[config.mk]
export PLATFORM = sky130hd
export DESIGN_NAME = mem_access_unit
export DESIGN_NICKNAME = d
export VERILOG_FILES = /design/src/rtl/mem_pkg.sv /design/src/rtl/mem_access_unit.sv
export SDC_FILE = /design/constraint.sdc
export NUM_CORES = 1
export LEC_CHECK = 0
export ABC_AREA = 1
export BUFFER_PORTS_ARGS = -buffer_cell sky130_fd_sc_hd__buf_2
export CORE_ASPECT_RATIO = 1.75
export CORE_MARGIN = 8
export CORE_UTILIZATION = 30
export DETAILED_ROUTE_END_ITERATION = 16
export GPL_ROUTABILITY_DRIVEN = 0
export GPL_TIMING_DRIVEN = 0
export HOLD_SLACK_MARGIN = 0.06
export PLACE_DENSITY = 0.55
export SLEW_MARGIN = 20
export SYNTH_ARGS = -nofsm -noshare
export SYNTH_HDL_FRONTEND = slang
export SYNTH_SLANG_ARGS = --single-unit
export TNS_END_PERCENT = 10
[constraint.sdc]
create_clock -name clk -period 1.1 [get_ports clk]
set_input_delay 0.22 -clock clk [delete_from_list [all_inputs] [get_ports clk]]
set_output_delay 0.22 -clock clk [all_outputs]
set_load 0.01 [all_outputs]
[src/rtl/mem_pkg.sv]
// Shared definitions for the memory access unit: default bus widths,
// the wait-counter width and the access FSM state encoding.
package mem_pkg;

  localparam int DEFAULT_ADDR_WIDTH = 13;
  localparam int DEFAULT_DATA_WIDTH = 8;
  localparam int WAIT_CNT_WIDTH     = 4;

  typedef enum logic [1:0] {
    IDLE   = 2'd0,
    ACCESS = 2'd1,
    DONE   = 2'd2
  } state_e;

endpackage

[src/rtl/mem_access_unit.sv]
// Memory access unit: accepts a single read or write request from the
// datapath, runs it against external memory with a fixed number of wait
// states and reports completion with a one-cycle ready pulse. Every output
// comes from a register or is decoded from the state register, so nothing
// on the req_* inputs reaches the mem_* outputs combinationally.
module mem_access_unit
  import mem_pkg::*;
#(
  parameter int ADDR_WIDTH  = DEFAULT_ADDR_WIDTH,
  parameter int DATA_WIDTH  = DEFAULT_DATA_WIDTH,
  parameter int WAIT_STATES = 2
) (
  input  logic                  clk,
  input  logic                  rst,
  input  logic                  req_read,
  input  logic                  req_write,
  input  logic [ADDR_WIDTH-1:0] req_addr,
  input  logic [DATA_WIDTH-1:0] req_wdata,
  output logic [DATA_WIDTH-1:0] req_rdata,
  output logic                  req_ready,
  output logic                  busy,
  output logic                  err,
  output logic [ADDR_WIDTH-1:0] mem_addr,
  output logic [DATA_WIDTH-1:0] mem_wdata,
  input  logic [DATA_WIDTH-1:0] mem_rdata,
  output logic                  mem_cs,
  output logic                  mem_we
);

  localparam logic [WAIT_CNT_WIDTH-1:0] WAIT_LOAD = WAIT_CNT_WIDTH'(WAIT_STATES);

  state_e                    state_q, state_d;
  logic [WAIT_CNT_WIDTH-1:0] cnt_q, cnt_d;
  logic                      write_q, write_d;
  logic [ADDR_WIDTH-1:0]     addr_q, addr_d;
  logic [DATA_WIDTH-1:0]     wdata_q, wdata_d;
  logic [DATA_WIDTH-1:0]     rdata_q, rdata_d;
  logic                      err_q, err_d;

  // Next-state logic: latch a request in IDLE, count wait states in ACCESS,
  // capture read data on the way out of ACCESS, pulse ready in DONE.
  always_comb begin
    state_d = state_q;
    cnt_d   = cnt_q;
    write_d = write_q;
    addr_d  = addr_q;
    wdata_d = wdata_q;
    rdata_d = rdata_q;
    err_d   = 1'b0;
    case (state_q)
      IDLE: begin
        if (req_read && req_write) begin
          err_d = 1'b1;
        end else if (req_read || req_write) begin
          write_d = req_write;
          addr_d  = req_addr;
          wdata_d = req_wdata;
          cnt_d   = WAIT_LOAD;
          state_d = ACCESS;
        end
      end
      ACCESS: begin
        if (cnt_q == '0) begin
          if (!write_q) begin
            rdata_d = mem_rdata;
          end
          state_d = DONE;
        end else begin
          cnt_d = cnt_q - WAIT_CNT_WIDTH'(1);
        end
      end
      DONE: begin
        state_d = IDLE;
      end
      default: begin
        state_d = IDLE;
      end
    endcase
  end

  // State and datapath registers; reset aborts any access in flight.
  always_ff @(posedge clk) begin
    if (!rst) begin
      state_q <= IDLE;
      cnt_q   <= '0;
      write_q <= 1'b0;
      addr_q  <= '0;
      wdata_q <= '0;
      rdata_q <= '0;
      err_q   <= 1'b0;
    end else begin
      state_q <= state_d;
      cnt_q   <= cnt_d;
      write_q <= write_d;
      addr_q  <= addr_d;
      wdata_q <= wdata_d;
      rdata_q <= rdata_d;
      err_q   <= err_d;
    end
  end

  assign mem_cs    = (state_q == ACCESS);
  assign mem_we    = (state_q == ACCESS) && write_q;
  assign mem_addr  = addr_q;
  assign mem_wdata = wdata_q;
  assign busy      = (state_q != IDLE);
  assign req_ready = (state_q == DONE);
  assign req_rdata = rdata_q;
  assign err       = err_q;

endmodule

==> metrics.cfg, run 1 <==
[sta]
timing.hold.ws_ns=0.164
period_share_pct=112
rsz0062_at_grt=yes
slew_headroom_pct=67.9
timing_hold_violations_final=0
fin_skew_ns=0.00443
setup_ws_ns=-0.131
tightest_slew_ns=0.482
setup_viol=15
finalCriticalPeriod_ns=1.23
fmax_mhz=813
tns_ns=-0.583
slew_violations=0

[drt]
num_vias=1394
antenna_left=0
drt_iter0_markers=21
drc=0
wirelength_mm=3.83
wire_per_inst_um=12.2
via_per_inst=4.45
dr.pass1.iters=3

[outcome]
status=finished with violations
violations=setup timing

[setup_path]
worstSetupEndpointType=output pin
worstRegToRegCells=5
arrival_ns=1.01
cp_cell_sequence=nor2_4 > inv_2 > buf_6
reg2reg_from=state_q[0]
cp.required_ns=0.88
crit_path_top_delay_cell=dfxtp_4
path_class=flop to output pin
slowest_delay_ns=0.37
worstPathMaxFanout=4
cp-start-kind=flop
r2r-end=req_rdata[5]
r2r_setup_slack_ns=-0.05

[worst_hold_path]
hold_path_end=mem_addr[8]
hold_start=req_addr[8]
whs_path_depth=3
hold_class=input port to flop

[flow_run]
max-cap-violations=0

[synth]
ys_ff_latch=37
ys_warn_count=0
post_synth_num_cell_types=20
syn_area_um2=1420
syn_avg_cell_area_um2=7.77
syn-num-nets=219
netlist_instances=183
ys_seq_area_share_pct=52.1

[clock_network]
cts_buffer_depth=2
tritoncts=done
cts_htree_levels=2
clkLatencyLatePin_ns=0.29
root_buffer=clkbuf_8
cts.sinks=37
numCtsBuffers=5
clkTransAtPathRegs_ns=0.08
cts_hold_buf=0

[final_layout]
drive_gt1_share_pct=42.9
area_delta_synth_final_pct=45.8
fin_cells=313
design_area_um2=2070
nFillCells=525
final_core_util_pct=44.9
fin_nets=296
antenna_cells=0

[global_routing]
grt_overflow_total=0
antenna_found_initial=0
track_usage_pct=10.9
grt_max_degree=13
grt_pass1_vias=1388
grt_pass1_wl_mm=6.18

[die]
die_area_um2=7290
core-area_um2=4620
initial_core_util_pct=30.8
row_count=33
io_pins=67
die_w_um=68.1
die_h_um=107

[place]
numPlacedInstances=301
pre_cts_slack_ns=-0.329
portBuffers=66
place_area_um2=1830
hpwl_mm=2.97

[power_and_ir_drop]
p_total_mw=4.01
power.leakage_nw=1.00
power_density_nw_per_um2=1930
ir_drop_mv=0.846

[per-layer routing]
layer	up-vias	share of wire [%]	global-route usage [%]
li1	738	-	-
met1	613	36	10.3
met2	38	54	19.1
met3	5	8.1	4.70
met4	0	1.4	4.86
met5	-	0	0
[layout by cell type, fill, tap and decap left out]
cell,count
dfxtp_1,33
ha_1,2
nand2_2,2
nand3_2,1
nor2_4,3
dfxtp_4,2
nand2_1,6
buf_4,3
nand2_4,3
clkinv_4,1
clkinv_2,2
inv_2,4
buf_6,5
inv_1,7
dfxtp_2,2
o21ai_1,18
ha_4,1
a21oi_2,2
buf_2,64
a21oi_1,3
nor2_1,62
clkinvlp_4,1
buf_1,1
inv_4,1
o21ai_2,6
nor3_1,2
a31oi_1,1
clkbuf_1,2
nor3_2,1
o21ai_0,7
clkbuf_8,7
nand3_1,5
nand4_4,1
[synthesized netlist by cell type]
master	count	area, um^2
a21oi_1	5	25.0
a31oi_1	1	6.26
buf_1	1	3.75
buf_4	2	15.0
clkbuf_1	3	11.3
clkbuf_2	1	5.00
dfxtp_1	37	741
ha_1	3	37.5
inv_1	10	37.5
inv_2	3	11.3
nand2_1	9	33.8
nand2_2	1	6.26
nand2_4	1	11.3
nand3_1	6	30.0
nand4_4	1	21.3
nor2_1	62	233
nor2_2	2	12.5
nor2_4	1	11.3
nor3_1	3	15.0
o21ai_0	31	155
[power by group]
group          internal (mW)  switching [mW]  leakage, nW
Sequential              1.57           0.139        0.307
Combinational          0.600           0.760        0.653
Clock                  0.437           0.502       0.0439
Total                   2.61            1.40         1.00
[sequential cells by signal, summed over array words and instances, names as in the netlist]
| name | count |
|---|---|
| mem_addr | 13 |
| mem_wdata | 8 |
| write_q | 1 |
| state_q | 2 |
| err | 1 |
| cnt_q | 4 |
| req_rdata | 8 |
[final cells by class]
class                           instances  area [um^2]  share of cell area [%]
Timing Repair Buffer                   70          377                    18.2
Clock inverter                          3         17.5                   0.844
Buffer                                  7         61.3                    2.96
Tap cell                               52         65.1                    3.14
Inverter                               13         56.3                    2.71
Multi-Input combinational cell        126          678                    32.7
Clock buffer                            5         68.8                    3.32
Sequential cell                        37          751                    36.2
[worst max-delay path by stage]
| stage | from | to | depth (start not counted) |
|---|---|---|---|
| floorplan | req_read | mem_addr[0] | 6 |
| global placement | req_read | mem_addr[4] | 7 |
| detailed placement | req_write | mem_addr[4] | 7 |
| CTS | state_q[0] | mem_cs | 3 |
| global route | state_q[0] | mem_we | 3 |
| finish | state_q[0] | busy | 3 |
[kinds of logic after synthesis]
| group | after synthesis | synth area share, % |
|---|---|---|
| AND/OR/NAND/NOR | 86 | 26.3 |
| AO/OA/AOI/OAI | 37 | 13.1 |
| flip-flops | 37 | 52.1 |
| buffers and inverters | 20 | 5.89 |
| adder cells (fa/ha/maj) | 3 | 2.64 |
[critical path, delay by kind of cell, from the launching register on]
| kind | cells | cell delay, ns |
|---|---|---|
| simple gates | 1 | 0.18 |
| buf+inv | 2 | 0.18 |
| flops | 1 | 0.37 |
[timing repair]
item,CTS,global route
pin swaps,3,8
buffers inserted,2,2
setup endpoints to repair,36,36
resized for setup,32,30
(Power assumes the default switching activity.)
==> run 2, diff against run 1 <==
--- a/config.mk
+++ b/config.mk
@@ -11,3 +11,4 @@
 export CORE_MARGIN = 8
-export CORE_UTILIZATION = 30
+export CORE_UTILIZATION = 41
+export CTS_CLUSTER_SIZE = 30
 export DETAILED_ROUTE_END_ITERATION = 16
@@ -16,3 +17,3 @@
 export HOLD_SLACK_MARGIN = 0.06
-export PLACE_DENSITY = 0.55
+export PLACE_DENSITY = 0.72
 export SLEW_MARGIN = 20
==> constraint.sdc (replaced) <==
create_clock -name clk -period 1.1 [get_ports clk]
set_input_delay 0.055 -clock clk [delete_from_list [all_inputs] [get_ports clk]]
set_output_delay 0.055 -clock clk [all_outputs]
set_load 0.01 [all_outputs]
==> run 2 against run 1 <==
Compared with the run above: first-iteration DRC count grew 90%; setup slack gained 0.036 ns; sequential cell count is the same; die area shrank 22%; sequential power is essentially flat; the flow still finishes with violations (setup timing); critical endpoint is now req_rdata[0]; wire length grew 13%; core utilization grew 24 points; worst hold slack lost 0.052 ns; combinational power grew 5%; via count grew 12%.
==> metrics.cfg, run 2 (same netlist as run 1, synthesis figures left out) <==
[global_routing]
grtUsageMet2_pct=29.2  ; +10 points
track_usage_pct=15.8  ; +4.9 points
antenna_found_initial=0  ; unchanged
grt.busiest_layer=met2
grt_pass1_wl_mm=6.93  ; +12%
grt_max_degree=13  ; unchanged
met1_usage_pct=14.3  ; +4.0 points
grt_overflow_total=0  ; unchanged
grt_pass1_vias=1573  ; +13%
grtUsageMet3_pct=6.45  ; +1.7 points

[final_layout]
area_delta_synth_final_pct=62.6
fin_nets=325  ; +9.8%
antenna_cells=0  ; unchanged
largest_reg_flops=13  ; unchanged
final_common_cell=buf_2
nFillCells=284  ; -46%
design_area_um2=2310  ; +12%
layout_common_cells=buf_2 (66), nor2_1 (60), dfxtp_1 (32)
drive_gt1_share_pct=37.2  ; -5.7 points

[clock_network]
root_buffer=clkbuf_8
clkLatencyLatePin_ns=0.29  ; about the same
clkTransAtPathRegs_ns=0.08  ; about the same
cts_buffer_depth=2  ; unchanged
numCtsBuffers=5  ; unchanged
cts_htree_levels=2  ; unchanged
tritoncts=done
cts.sinks=37  ; unchanged

[drt]
num_vias=1565  ; +12%
dr.pass1.iters=4  ; +1
wire_per_inst_um=12.9  ; +6.0%
via_per_inst=4.67  ; +4.9%
antenna_left=0  ; unchanged
wirelength_mm=4.34  ; +13%
drt_iter0_markers=40  ; +90%
drc=0  ; unchanged

[setup_path]
worstSetupEndpointType=flop
arrival_ns=1.37  ; +0.36 ns
cp-start-kind=flop
path_class=flop to flop
cp.required_ns=1.28  ; +0.40 ns
worstPathMaxFanout=5  ; +1

[die]
core-area_um2=3360  ; -27%
initial_core_util_pct=42.3  ; +12 points
io_pins=67  ; unchanged
die_h_um=93.9  ; -12%
die_w_um=60.5  ; -11%
die_area_um2=5680  ; -22%
row_count=28  ; -15%

[power_and_ir_drop]
power.leakage_nw=1.12  ; +12%
p_total_mw=4.06  ; +1.2%
power_density_nw_per_um2=1750  ; -9.3%
ir_drop_mv=1.24  ; +47%

[flow_run]
max-cap-violations=0  ; unchanged

[sta]
finalCriticalPeriod_ns=1.19  ; -0.0365 ns
rsz0062_at_grt=yes
fin_skew_ns=0.00836  ; +0.00392 ns
fmax_mhz=837  ; +3.1%
setup_ws_ns=-0.0941  ; +0.0365 ns
timing_hold_violations_final=0  ; unchanged
period_share_pct=109  ; -3.3 points
slew_violations=0  ; unchanged
timing.hold.ws_ns=0.111  ; -0.0521 ns
setup_viol=13  ; -2
tightest_slew_ns=0.234  ; -0.247 ns
slew_headroom_pct=84.3  ; +16 points

[place]
hpwl_mm=2.80  ; -5.8%
place_area_um2=1820  ; -0.48%
portBuffers=66  ; unchanged

[outcome]
violations=setup timing
status=finished with violations

[worst_hold_path]
hold_class=input port to flop

## run 2: final timing paths
kind	startpoint	endpoint	slack, ns	depth (start not counted)
hold reg to reg	req_rdata[3]	req_rdata[3]	0.47	2
hold / removal	req_write	write_q	0.11	3
setup / recovery	state_q[0]	req_rdata[0]	-0.09	5
setup reg to reg	state_q[0]	req_rdata[0]	-0.09	5
## run 2: cell type report
type	instances	area, um^2	area share (%)
clock buffers	5	68.8	2.97
flip-flops and latches	37	749	32.4
inverters	13	53.8	2.33
plain buffers	7	56.3	2.43
multi-input cells	127	666	28.8
clock inverters	3	17.5	0.757
repair buffers	98	646	27.9
well taps	45	56.3	2.43
## run 2: per-layer routing
| metal | vias up | wire, um |
|---|---|---|
| li1 | 799 | - |
| met1 | 707 | 1540 |
| met2 | 52 | 2370 |
| met3 | 7 | 380 |
| met4 | 0 | 49 |
| met5 | - | 0 |
## run 2: power breakdown
part | leakage (nW) | internal (mW) | switching (mW)
clock network | 0.0439 | 0.437 | 0.478
logic | 0.770 | 0.629 | 0.800
registers | 0.307 | 1.58 | 0.139
## run 2: stage by stage
stage | cells | setup slack [ns] | utilization, % | setup TNS, ns
2_1_floorplan | 183 | 0.00853 | - | 0
3_3_place_gp | 294 | -0.194 | 54.2 | -3.09
3_5_place_dp | 294 | -0.211 | 54.2 | -3.66
4_1_cts | 333 | -0.0442 | 66.7 | -0.352
5_1_grt | 335 | -0.150 | 68.8 | -1.68
6_report | 335 | -0.0941 | 68.8 | -0.400
## run 2: repair_timing
item,4_1_cts,5_1_grt
setup buffers,1,1
gates cloned,0,1
setup endpoints to repair,35,36
hold buffers,30,0
endpoints found under the hold margin,30,0
pin swaps,3,6
gates resized for setup,17,35
## run 2: critical path, cell delays in order, from the launching register on
cell,delay (ns)
dfxtp_4,0.37
inv_2,0.05
nor2_4,0.20
nand4_4,0.19
o21ai_2,0.20
nor2_2,0.07
